## config.mk

```make
export PLATFORM = sky130hd
export DESIGN_NAME = pio_wb_frontend
export DESIGN_NICKNAME = d
export VERILOG_FILES = /design/src/rtl/pio_pkg.sv /design/src/rtl/pio_wb_frontend.sv
export SDC_FILE = /design/constraint.sdc
export NUM_CORES = 1
export LEC_CHECK = 0
export BUFFER_PORTS_ARGS = -buffer_cell sky130_fd_sc_hd__buf_2
export CAP_MARGIN = 20
export CORE_AREA = 5 5 121 100
export CTS_CLUSTER_SIZE = 40
export DETAILED_ROUTE_END_ITERATION = 8
export DIE_AREA = 0 0 126 105
export MAX_ROUTING_LAYER = met4
export PLACE_DENSITY_LB_ADDON = 0.15
export REMOVE_ABC_BUFFERS = 1
export SLEW_MARGIN = 5
export SYNTH_ARGS = -nofsm -noshare
export SYNTH_HDL_FRONTEND = slang
export SYNTH_SLANG_ARGS = --single-unit
```

## constraint.sdc

```tcl
create_clock -name wb_clk_i -period 2.1 [get_ports wb_clk_i]
set_input_delay 0.21 -clock wb_clk_i [delete_from_list [all_inputs] [get_ports wb_clk_i]]
set_output_delay 0.21 -clock wb_clk_i [all_outputs]
set_load 0.005 [all_outputs]
```

## src/rtl/pio_pkg.sv

```systemverilog
`default_nettype none
// ============================================================================
//  Package  : pio_pkg
//  Purpose  : Shared command codes, FSM encoding and address field offsets for
//             the PIO core, its Wishbone front end and the top wrapper.
//  Revision : 1.0  initial release
// ============================================================================
package pio_pkg;

    localparam logic [3:0] ACT_NONE   = 4'h0;
    localparam logic [3:0] ACT_PUSH   = 4'h1;
    localparam logic [3:0] ACT_PULL   = 4'h2;
    localparam logic [3:0] ACT_STATUS = 4'hF;

    localparam int ADR_BASE_LSB   = 16;
    localparam int ADR_INDEX_LSB  = 8;
    localparam int ADR_MINDEX_LSB = 6;
    localparam int ADR_CODE_LSB   = 2;

    localparam logic [2:0] ST_IDLE  = 3'd0;
    localparam logic [2:0] ST_CHECK = 3'd1;
    localparam logic [2:0] ST_WAIT  = 3'd2;
    localparam logic [2:0] ST_ISSUE = 3'd3;
    localparam logic [2:0] ST_CAPT  = 3'd4;
    localparam logic [2:0] ST_LOCAL = 3'd5;
    localparam logic [2:0] ST_ACK   = 3'd6;
    localparam logic [2:0] ST_ERR   = 3'd7;

    typedef struct packed {
        logic        we;
        logic [3:0]  sel;
        logic [31:0] dat;
        logic [3:0]  code;
        logic [1:0]  mindex;
        logic [4:0]  index;
    } wb_req_t;

    function automatic logic [31:0] merge_bytes(input logic [31:0] old_w,
                                                input logic [31:0] new_w,
                                                input logic [3:0]  sel);
        logic [31:0] res;
        res = old_w;
        for (int b = 0; b < 4; b++) begin
            if (sel[b]) res[b*8 +: 8] = new_w[b*8 +: 8];
        end
        return res;
    endfunction

endpackage
`default_nettype wire

```

## src/rtl/pio_wb_frontend.sv

```systemverilog
`default_nettype none
// ============================================================================
//  Module   : pio_wb_frontend
//  Purpose  : Wishbone slave decode into one-cycle PIO command pulses with
//             TX/RX flow control, bounded wait and read-data capture.
//  Revision : 1.0  initial release
// ============================================================================
module pio_wb_frontend
    import pio_pkg::*;
#(
    parameter logic [15:0] BASE_HI  = 16'h761c,
    parameter int          READ_LAT = 1,
    parameter int          TIMEOUT  = 255
) (
    input  logic        wb_clk_i,
    input  logic        wb_rst_ni,
    input  logic        wbs_cyc_i,
    input  logic        wbs_stb_i,
    input  logic        wbs_we_i,
    input  logic [3:0]  wbs_sel_i,
    input  logic [31:0] wbs_adr_i,
    input  logic [31:0] wbs_dat_i,
    output logic        wbs_ack_o,
    output logic        wbs_err_o,
    output logic [31:0] wbs_dat_o,
    output logic [1:0]  pio_mindex,
    output logic [4:0]  pio_index,
    output logic [31:0] pio_din,
    output logic [3:0]  pio_action,
    input  logic [31:0] pio_dout,
    input  logic [3:0]  pio_tx_full,
    input  logic [3:0]  pio_rx_empty
);

    localparam logic [7:0] c_timeout  = 8'(TIMEOUT);
    localparam logic [1:0] c_lat_last = 2'(READ_LAT - 1);

    logic [2:0]  r_state;
    wb_req_t     r_req;
    logic [7:0]  r_wait_cnt;
    logic [1:0]  r_lat_cnt;
    logic        r_drop;
    logic [31:0] r_din;
    logic [31:0] r_dat;

    logic        w_hit;
    logic        w_blocked;
    logic [31:0] w_din_next;
    logic        w_unused_adr;

    assign w_hit = wbs_cyc_i & wbs_stb_i &
                   (wbs_adr_i[ADR_BASE_LSB +: 16] == BASE_HI);
    assign w_blocked = ((r_req.code == ACT_PUSH) & pio_tx_full[r_req.mindex]) |
                       ((r_req.code == ACT_PULL) & pio_rx_empty[r_req.mindex]);
    assign w_din_next = r_req.we ? merge_bytes(r_din, r_req.dat, r_req.sel) : r_din;
    assign w_unused_adr = ^{wbs_adr_i[15:13], wbs_adr_i[1:0]};

    always_ff @(posedge wb_clk_i) begin
        if (!wb_rst_ni) begin
            r_state    <= ST_IDLE;
            r_req      <= '0;
            r_wait_cnt <= 8'd0;
            r_lat_cnt  <= 2'd0;
            r_drop     <= 1'b0;
            r_din      <= 32'd0;
            r_dat      <= 32'd0;
        end else begin
            case (r_state)
                ST_IDLE: begin
                    r_drop <= 1'b0;
                    if (w_hit) begin
                        r_req.we     <= wbs_we_i;
                        r_req.sel    <= wbs_sel_i;
                        r_req.dat    <= wbs_dat_i;
                        r_req.code   <= wbs_adr_i[ADR_CODE_LSB +: 4];
                        r_req.mindex <= wbs_adr_i[ADR_MINDEX_LSB +: 2];
                        r_req.index  <= wbs_adr_i[ADR_INDEX_LSB +: 5];
                        r_state      <= ST_CHECK;
                    end
                end
                ST_CHECK: begin
                    if (!wbs_cyc_i) begin
                        r_state <= ST_IDLE;
                    end else if (r_req.code == ACT_STATUS) begin
                        r_state <= ST_LOCAL;
                    end else if (w_blocked) begin
                        r_wait_cnt <= 8'd0;
                        r_state    <= ST_WAIT;
                    end else begin
                        r_din   <= w_din_next;
                        r_state <= ST_ISSUE;
                    end
                end
                // A release in the same cycle as the timeout reach still issues.
                ST_WAIT: begin
                    if (!wbs_cyc_i) begin
                        r_state <= ST_IDLE;
                    end else if (!w_blocked) begin
                        r_din   <= w_din_next;
                        r_state <= ST_ISSUE;
                    end else if (r_wait_cnt == c_timeout) begin
                        r_state <= ST_ERR;
                    end else begin
                        r_wait_cnt <= r_wait_cnt + 8'd1;
                    end
                end
                ST_ISSUE: begin
                    if (!wbs_cyc_i) r_drop <= 1'b1;
                    r_lat_cnt <= 2'd0;
                    r_state   <= r_req.we ? ST_ACK : ST_CAPT;
                end
                ST_CAPT: begin
                    if (!wbs_cyc_i) r_drop <= 1'b1;
                    if (r_lat_cnt == c_lat_last) begin
                        r_dat   <= pio_dout;
                        r_state <= ST_ACK;
                    end else begin
                        r_lat_cnt <= r_lat_cnt + 2'd1;
                    end
                end
                ST_LOCAL: begin
                    if (!wbs_cyc_i) r_drop <= 1'b1;
                    if (!r_req.we) r_dat <= {24'd0, pio_rx_empty, pio_tx_full};
                    r_state <= ST_ACK;
                end
                ST_ACK:  r_state <= ST_IDLE;
                ST_ERR:  r_state <= ST_IDLE;
                default: r_state <= ST_IDLE;
            endcase
        end
    end

    assign pio_action = (r_state == ST_ISSUE) ? r_req.code : ACT_NONE;
    assign pio_mindex = r_req.mindex;
    assign pio_index  = r_req.index;
    assign pio_din    = r_din;
    assign wbs_dat_o  = r_dat;
    assign wbs_ack_o  = (r_state == ST_ACK) & wbs_cyc_i & ~r_drop;
    assign wbs_err_o  = (r_state == ST_ERR) & wbs_cyc_i;

endmodule
`default_nettype wire

```

---- Word level (Yosys, flattened, before mapping) ----
Index checks and enable logic that the tools add are counted.
word-level totals
  register bits ........................... 126
  input bits .............................. 113
  logic and storage cells ................. 102
operators by class
  bitwise operators ....................... 9
  add/subtract/negate cells ............... 2
  reduce and logical (&&, ||, !) cells .... 15
  eq/ne operators ......................... 24
  mux-type cells .......................... 39
  magnitude comparators ................... 1
operators with widths
  cell                  number
  $mux 32               7
  $pmux 32 s2           2
  $mux 8                10
  $ne 2x2->1 const B    11
  $mux 3                7
  $pmux 3 s7            1
  $eq 16x15->1 const B  1
  $pmux 8 s2            1
  $eq 3x3->1 const B    4
  $add 8x1->8 const B   1
  $eq 8x8->1 const B    1
  $reduce_bool 2->1     4
  $and 1x1->1           7
  $reduce_and 7->1      1
  $eq 3x2->1 const B    2
  $reduce_and 2->1      3
  $reduce_and 3->1      2
  $bmux 1 s2            2
  $eq 4x1->1 const B    1
  $eq 4x2->1 const B    1
  $eq 4x4->1 const B    1
  $mux 1                4
  $mux 2                2
  $mux 4                1
  13 further kinds      13

---- Depth between registers and ports, before layout ----
Gate-level depths: netlist (run 1).
  word-level depth ........................ 8
  gate-level depth with buffers ........... 9

---- Worst setup path before layout (run 1) ----
OpenSTA, ideal clock, no wires.
  path type ............................... reg2reg
  start ................................... register r_state[2]
  end ..................................... register r_req, in the netlist pio_index[0]
  period minus slack after synthesis ...... 1.891 ns
  required time ........................... 1.968 ns
  data arrival time ....................... 1.758 ns
  slack ................................... 0.209 ns
  cell stages (with the launch flop) ...... 8
  path buffers ............................ 3
  path through ............................ dfxtp_1 > clkbuf_1 > or3_1 > or3_1 > clkbuf_1 > buf_2 > nand2_1 > a21oi_1
on the way
  cells in the longest elaborated chain, start to end .. 2
ends and longest elaborated chain
  what                        line                    RTL
  from (decl)                 pio_wb_frontend.sv:38   logic [2:0] r_state;
  from (signal assigned)      pio_wb_frontend.sv:110  r_state <= r_req.we ? ST_ACK : ST_CAPT;
  $logic_not 3->1             pio_wb_frontend.sv:68   case (r_state)
  $reduce_and 2->1 (no line)  -
  to (decl)                   pio_wb_frontend.sv:39   wb_req_t r_req;
Every way passes these cells.
A chain may end at the register's enable or synchronous reset.

---- Final worst setup path (run 1) ----
  start ................................... register r_req, in the netlist pio_mindex[0]
  end ..................................... register r_din[19], in the netlist pio_din[19]
on the way
  cells in the longest elaborated chain, start to end .. 8
  elaborated cells between the ends (all ways) .. 12
  those cells by class .................... 9 x mux; 3 x bitwise
ends and longest elaborated chain
  what                            line                                          RTL
  $bmux 1 s2 (on tied branches)   pio_wb_frontend.sv:53, pio_wb_frontend.sv:54
  $mux 1 (on tied branches)       pio_wb_frontend.sv:53, pio_wb_frontend.sv:54
  $and 1x1->1 (on tied branches)  pio_wb_frontend.sv:53, pio_wb_frontend.sv:54
  $or 1x1->1 (*)                  pio_wb_frontend.sv:53                         assign w_blocked = ((r_req.code == ACT_PUSH) & pio_tx_full[r_req.mindex]) |
  $mux 32 (*)                     -
  $mux 32 (2 in a row)            -
  $pmux 32 s2 (*)                 -
  to (signal assigned)            pio_wb_frontend.sv:90                         r_din <= w_din_next;
  to (signal assigned)            pio_wb_frontend.sv:99                         r_din <= w_din_next;
  to (decl)                       pio_wb_frontend.sv:43                         logic [31:0] r_din;
Every way passes the cells marked *; elsewhere a longest branch is shown, timed or not. The select of a mux whose other input is x is not followed.

==> results by group, run 1 <==
Outcome
  • Status: complete, no violations

Setup path
  • Worst path max stage delay: 0.52 ns
  • Critical Path Start Type: register
  • Slowest cell on crit path: nor2_2
  • CP Class: reg2reg
  • Largest delay share family, worst path: multiplexers
  • CP most frequent cell: mux2i_1
  • CP cell instances: mux2i_1, o32ai_4, o21a_1, nor2_2, mux2i_1
  • Critical path endpoint category: register
  • Crit Path Max Fanout: 8
  • CP arrival: around 2.4 ns
  • Buffers and inverters on the worst path: 0
  • CP required: 2.42 ns

Yosys
  • Yosys cell types: 49
  • Sequential fraction of the synthesis area: between 40% and 50%
  • Seq cells post-synth: 126
  • Post-synth EDFFs: 0
  • Top FF cell, synth: dfxtp_1
  • Syn Inst Count: 643
  • Asr flop ratio synth: 0%
  • Synth Cell Area: 5260 µm²
  • Mean area per synthesized cell: 8.18 µm²
  • Warnings, synthesis: 0

Die
  • Die ar.: 13200 µm²
  • Die span in y: 105 µm
  • I/O pin cnt: 190
  • Initial Util: between 40% and 50%
  • Rows: 34
  • Die Wd: approximately 130 µm
  • Core area: 10700 µm²

Clock network
  • Post-CTS Setup Inserts: 0
  • Sinks on Clock Net: 126
  • Max clock buf depth: 2
  • Total CTS buffers: 17
  • CTS tree: done
  • CTS clock-pin slew for the worst setup and hold paths: ~0.050 ns
  • Skew-Pair Late Insertion Delay: 0.40 ns
  • Root Driver: clkbuf_16
  • H-tree Lvls: 4

Timing
  • Slew of the pin with the lowest slew margin: about 0.6 ns
  • Tmin final: 2.09 ns
  • Setup violators final: 0
  • Fin. max-slew vios: 0
  • F_max: around 0.48 GHz
  • Hold violation count in the final report: 0
  • RSZ-0062 raised after global routing: yes
  • Clock Skews: roughly 0.0075 ns
  • Slew headroom: approximately 61%
  • Final worst path period share: 99.4%

GRT
  • Initial antenna violation count: 0
  • Vias in the first global route: between 4000 and 5000
  • Largest net degree at the start of global routing: 58
  • Met2 usage: 35.0%
  • Tot GR Track Use: between 20% and 30%
  • M1 GR Usage: between 20% and 30%
  • Top Usage Layer GRT: met2
  • First-pass GRT wire length: 23500 µm
  • Grt total ovfl: 0
  • Met3 usage: 6.37%

Finish
  • Area growth from synthesis to layout: 31.0%
  • Most common cell after layout, fill and taps aside: nand2_1
  • Register area: 2520 µm²
  • Most frequent cells in the layout: 191 x nand2_1, 184 x buf_2, 124 x dfxtp_1, 81 x a21oi_1, 45 x mux2i_1
  • Multi-input gate area: approximately 2500 µm²
  • Number of fill cells: between 900 and 1000
  • Layout cells sized above 1: between 20% and 30%
  • NumNets Final: 933
  • Ant diodes: 0
  • Layout Cell Area excl Fill: 6890 µm²

Routing
  • Post-DRT Antenna Nets: 0
  • Drt first pass iters: 5
  • WL per Instance: 14.8 µm
  • Via count: 5132
  • Number of remaining DRC errors: 0
  • DRT iter0 DRCs: around 330
  • Vias per inst: 5.27
  • DRT Wirelength: 14400 µm

Pwr
  • P per Cell Area: 746 nW/µm²
  • Pwr Total: 5.13 mW
  • Worst VDD drop: 0.544 mV
  • Leakage: 2.79 nW

Placed design
  • GP Congestion: 0.850
  • IO Port Bufs: about 180
  • Placed cell areas: 6330 µm²
  • Post-DP HPWL: a little over 10000 µm

Worst hold path
  • Hold crit path type: in2reg

Flow run
  • Max-cap violations: 0
[cell families (layout without fill, tap and decap cells)]
kind of cell | after synthesis | in the layout | share of synthesized area, %
compound gates | 117 | 117 | 13.0
xor+xnor | 1 | 1 | 0.167
fa+ha+maj | 2 | 2 | 0.476
buf+inv | 57 | 243 | 5.00
flops | 126 | 126 | 48.0
mux | 45 | 45 | 8.57
simple gates | 295 | 295 | 24.8
[worst paths after layout]
kind,startpoint,cells after the start,endpoint,slack (ns)
worst min-delay path,wbs_adr_i[9],3,pio_index[1],0.05
worst min register to register,r_req[38],2,r_req[38],0.45
worst max-delay path,pio_mindex[0],5,pio_din[19],0.01
worst max register to register,pio_mindex[0],5,pio_din[19],0.01
[Yosys cell counts, drive strengths merged, types with 3 or more instances]
library cell  count  share of area, %
dfxtp           126                48
or3               5              0.59
nor3              3              0.29
clkbuf           31               2.2
nand4             8              0.95
inv               6              0.43
nor2             27               2.1
nand2           191                14
mux2i            45               8.6
a211oi            9               1.3
and2              6              0.74
nand3            29               2.8
nor2b             4              0.48
or4               5              0.71
a21oi            81               7.7
nand2b            7              0.83
buf              19               2.3
o21ai            10              0.95
[worst min-delay path: stages]
cell     delay (ns)
buf_2          0.09
nand2_1        0.04
a21oi_1        0.05
[power breakdown]
| group | internal (mW) | switching, mW |
|---|---|---|
| Clock | 1.58 | 0.974 |
| Combinational | 0.0919 | 0.0993 |
| Sequential | 2.39 | 0.00000276 |
| Total | 4.06 | 1.07 |
[metal layers]
| metal | up-vias | share of wire (%) | wire length, µm |
|---|---|---|---|
| li1 | 2528 | - | - |
| met1 | 2379 | 43 | 6210 |
| met2 | 207 | 47 | 6770 |
| met3 | 18 | 8.5 | 1220 |
| met4 | 0 | 1.1 | 156 |
| met5 | - | 0 | 0 |
[what timing repair did]
item,in CTS,in global routing
setup endpoints to repair,2,37
resized for setup,0,5
hold buffers,0,0
pin swaps,0,0
[area by class of cell]
type | count | share of cell area, %
inverter | 7 | 0.382
clock buffer | 23 | 6.94
sequential | 126 | 36.7
tap | 144 | 2.62
clock inverter | 7 | 0.582
multi-input combinational | 460 | 36.5
timing repair buffer | 206 | 16.3
[state kept, by name, indices dropped and copies added, names as in the netlist]
signal / count
pio_din: 32
pio_index: 5
pio_mindex: 2
r_drop: 1
r_lat_cnt: 2
r_req: 41
r_state: 3
r_wait_cnt: 8
wbs_dat_o: 32
[metrics by stage]
step	util (%)	TNS, ns	instances	hold slack (ns)	setup slack, ns
4_1_cts	63.9	-0.0151	973	0.0286	-0.0119
5_1_grt	64.2	-2.70	973	0.0386	-0.120
6_report	64.2	0	973	0.0475	0.0133
3_3_place_gp	59.1	0	943	0.435	0.131
3_5_place_dp	59.1	0	943	0.440	0.0172
2_1_floorplan	-	-73.92	593	0.339	-1.54
Note: power is estimated with default switching activity, not from simulation.
==> run 2, diff against run 1 <==
- CTS_BUF_LIST: unset -> sky130_fd_sc_hd__clkbuf_16
==> run 2 against run 1 <==
  * Global-route usage decreased by 0.11 points
  * Worst hold slack improved by 0.0036 ns
  * Final area decreased by 0.44%
  * First-iteration DRC count fell by 3.0%
  * Register-to-register slack is essentially flat
  * Die area did not move
  * Final cell count unchanged
  * Core utilization decreased by 0.28 points
  * Setup slack better by 0.0072 ns
  * Flip-flop and latch count stayed put
  * Critical path type unchanged
  * Highest routed layer unchanged
==> results by group, run 2 (synthesis gave the netlist of run 1 again) <==
Outcome
  • Status: complete, no violations

Die
  • Initial Util: 49.0% (unchanged)
  • Rows: 34 (unchanged)
  • Core area: 10700 µm² (unchanged)
  • I/O pin cnt: 190 (unchanged)
  • Die ar.: 13200 µm² (unchanged)
  • Die span in y: 105 µm (unchanged)
  • Die Wd: 126 µm (unchanged)

Routing
  • Number of remaining DRC errors: 0 (unchanged)
  • Vias per inst: 5.25 (-0.37%)
  • DRT Wirelength: 14300 µm (-0.48%)
  • Drt first pass iters: 5 (unchanged)
  • WL per Instance: 14.7 µm (-0.48%)
  • Via count: 5113 (-0.37%)
  • Post-DRT Antenna Nets: 0 (unchanged)
  • DRT iter0 DRCs: 321 (-3.0%)

Setup path
  • Levels on crit path: 5 (unchanged)
  • Critical path endpoint category: register
  • CP cell instances: mux2i_1, o32ai_4, o21a_1, nor2_2, mux2i_1
  • CP Capture Point: pio_din[31]
  • R2R setup slack: 0.02 ns (about the same)
  • Crit. Startpoint: pio_mindex[0]
  • CP most frequent cell: mux2i_1
  • Buffers and inverters on the worst path: 0 (unchanged)
  • Slowest cell on crit path: nor2_2
  • CP required: 2.42 ns (about the same)
  • CP Class: reg2reg
  • R2R depth: 5 (unchanged)
  • R2R Path End: pio_din[31]
  • Worst r2r src: pio_mindex[0]
  • Worst path max stage delay: 0.52 ns (about the same)
  • Crit Path Max Fanout: 8 (unchanged)
  • Critical Path Start Type: register
  • CP arrival: 2.40 ns (about the same)
  • Largest delay share family, worst path: multiplexers

Finish
  • Final Util: 63.9% (-0.28 points)
  • Register area: 2520 µm² (unchanged)
  • Reg with most FFs: r_req
  • Layout cells sized above 1: 29.6% (-0.36 points)
  • Number of fill cells: 964 (+1.3%)
  • Most common cell after layout, fill and taps aside: nand2_1
  • Ant diodes: 0 (unchanged)
  • Area growth from synthesis to layout: 30.4%
  • NumNets Final: 933 (unchanged)
  • Multi-input gate area: 2510 µm² (unchanged)
  • Most frequent cells in the layout: 191 x nand2_1, 184 x buf_2, 124 x dfxtp_1, 81 x a21oi_1, 45 x mux2i_1
  • Max reg flops: 41 (unchanged)

Timing
  • Clock Skews: 0.00688 ns (-0.000662 ns)
  • Fin. max-slew vios: 0 (unchanged)
  • Slew of the pin with the lowest slew margin: 0.588 ns (+0.00130 ns)
  • RSZ-0062 raised after global routing: yes
  • Hold violation count in the final report: 0 (unchanged)
  • Slew headroom: 60.8% (-0.087 points)
  • Setup violators final: 0 (unchanged)
  • Final worst path period share: 99.0% (-0.35 points)
  • F_max: 0.481 GHz (+0.35%)
  • Tmin final: 2.08 ns (-0.00725 ns)

Pwr
  • P per Cell Area: 730 nW/µm² (-2.1%)
  • Leakage: 2.78 nW (-0.16%)
  • Worst VDD drop: 0.545 mV (+0.18%)
  • Pwr Total: 5.01 mW (-2.5%)

Clock network
  • Sinks on Clock Net: 126 (unchanged)
  • Total CTS buffers: 17 (unchanged)
  • Max clock buf depth: 2 (unchanged)
  • Skew-Pair Late Insertion Delay: 0.40 ns (about the same)
  • Root Driver: clkbuf_16
  • H-tree Lvls: 4 (unchanged)
  • Post-CTS Setup Inserts: 0 (unchanged)
  • CTS clock-pin slew for the worst setup and hold paths: 0.05 ns (about the same)
  • CTS tree: done

Placed design
  • Post-DP HPWL: 10100 µm (unchanged)
  • GP Congestion: 0.850 (unchanged)
  • IO Port Bufs: 184 (unchanged)

Worst hold path
  • Hold Path Depth: 3 (unchanged)
  • Hold crit path type: in2reg

GRT
  • Tot GR Track Use: 21.8% (-0.11 points)
  • Vias in the first global route: 4878 (-0.63%)
  • Grt total ovfl: 0 (unchanged)
  • Initial antenna violation count: 0 (unchanged)
  • First-pass GRT wire length: 23400 µm (-0.47%)
  • Largest net degree at the start of global routing: 58 (unchanged)

Flow run
  • Max-cap violations: 0 (unchanged)
[run 2: cell types whose count changed in the layout (fill, tap and decap cells not counted)]
cell / previous run / this run
clkbuf_8: 3 / 0
inv_1: 6 / 9
clkbuf_1: 3 / 0
clkinv_1: 0 / 3
[run 2: timing repair]
item                                    CTS  global route
gates resized for setup                   0             5
gates cloned                              0             0
hold buffers                              0             0
endpoints found under the setup margin    2            37
[run 2: per-stage QoR]
stage	worst slack, ns	hold WS, ns	std cells	cell area, µm²	setup TNS [ns]
global route	-0.121	0.0398	973	6860	-2.70
CTS	-0.0120	0.0295	973	6820	-0.0151
floorplan	-1.54	0.339	593	5020	-73.92
finish	0.0205	0.0511	973	6860	0
global placement	0.131	0.435	943	6330	0
detailed placement	0.0172	0.440	943	6330	0
[run 2: worst reg2reg max path, delay by kind of cell (launching register included)]
kind,cells,cell delay (ns)
and+or+nand+nor,1,0.52
AOI/OAI and AO/OA,2,0.50
muxes,2,0.57
DFF,1,0.40
[run 2: area by class of cell]
cell class	instances	share of cell area, %
clock inverter	13	0.913
sequential	126	36.8
multi-input combinational	460	36.6
clock buffer	17	6.21
tap	144	2.63
timing repair buffer	206	16.4
inverter	7	0.383
[run 2: power by group]
group	leakage, nW	internal (mW)	switching [mW]
registers	1.02	2.39	0.00000274
clock network	0.250	1.45	0.971
logic	1.52	0.0919	0.0990
total	2.78	3.94	1.07
[run 2: worst min path at each step]
stage                              from             to  slack, ns
final                      wbs_adr_i[9]   pio_index[1]       0.05
after global routing      wbs_dat_i[10]      r_req[21]       0.04
after CTS                  wbs_dat_i[5]      r_req[16]       0.03
after detailed placement  wbs_dat_o[14]  wbs_dat_o[14]       0.44
after global placement    wbs_dat_o[13]  wbs_dat_o[13]       0.44
after floorplan               wb_rst_ni     r_state[2]       0.34
[run 2: layer usage]
| metal | global-route usage (%) | vias to the layer above | part of all wire [%] |
|---|---|---|---|
| met5 | - | - | 0 |
| li1 | - | 2526 | - |
| met4 | 5.44 | 0 | 0.83 |
| met3 | 6.37 | 16 | 7.7 |
| met2 | 34.8 | 189 | 48 |
| met1 | 27.5 | 2382 | 44 |
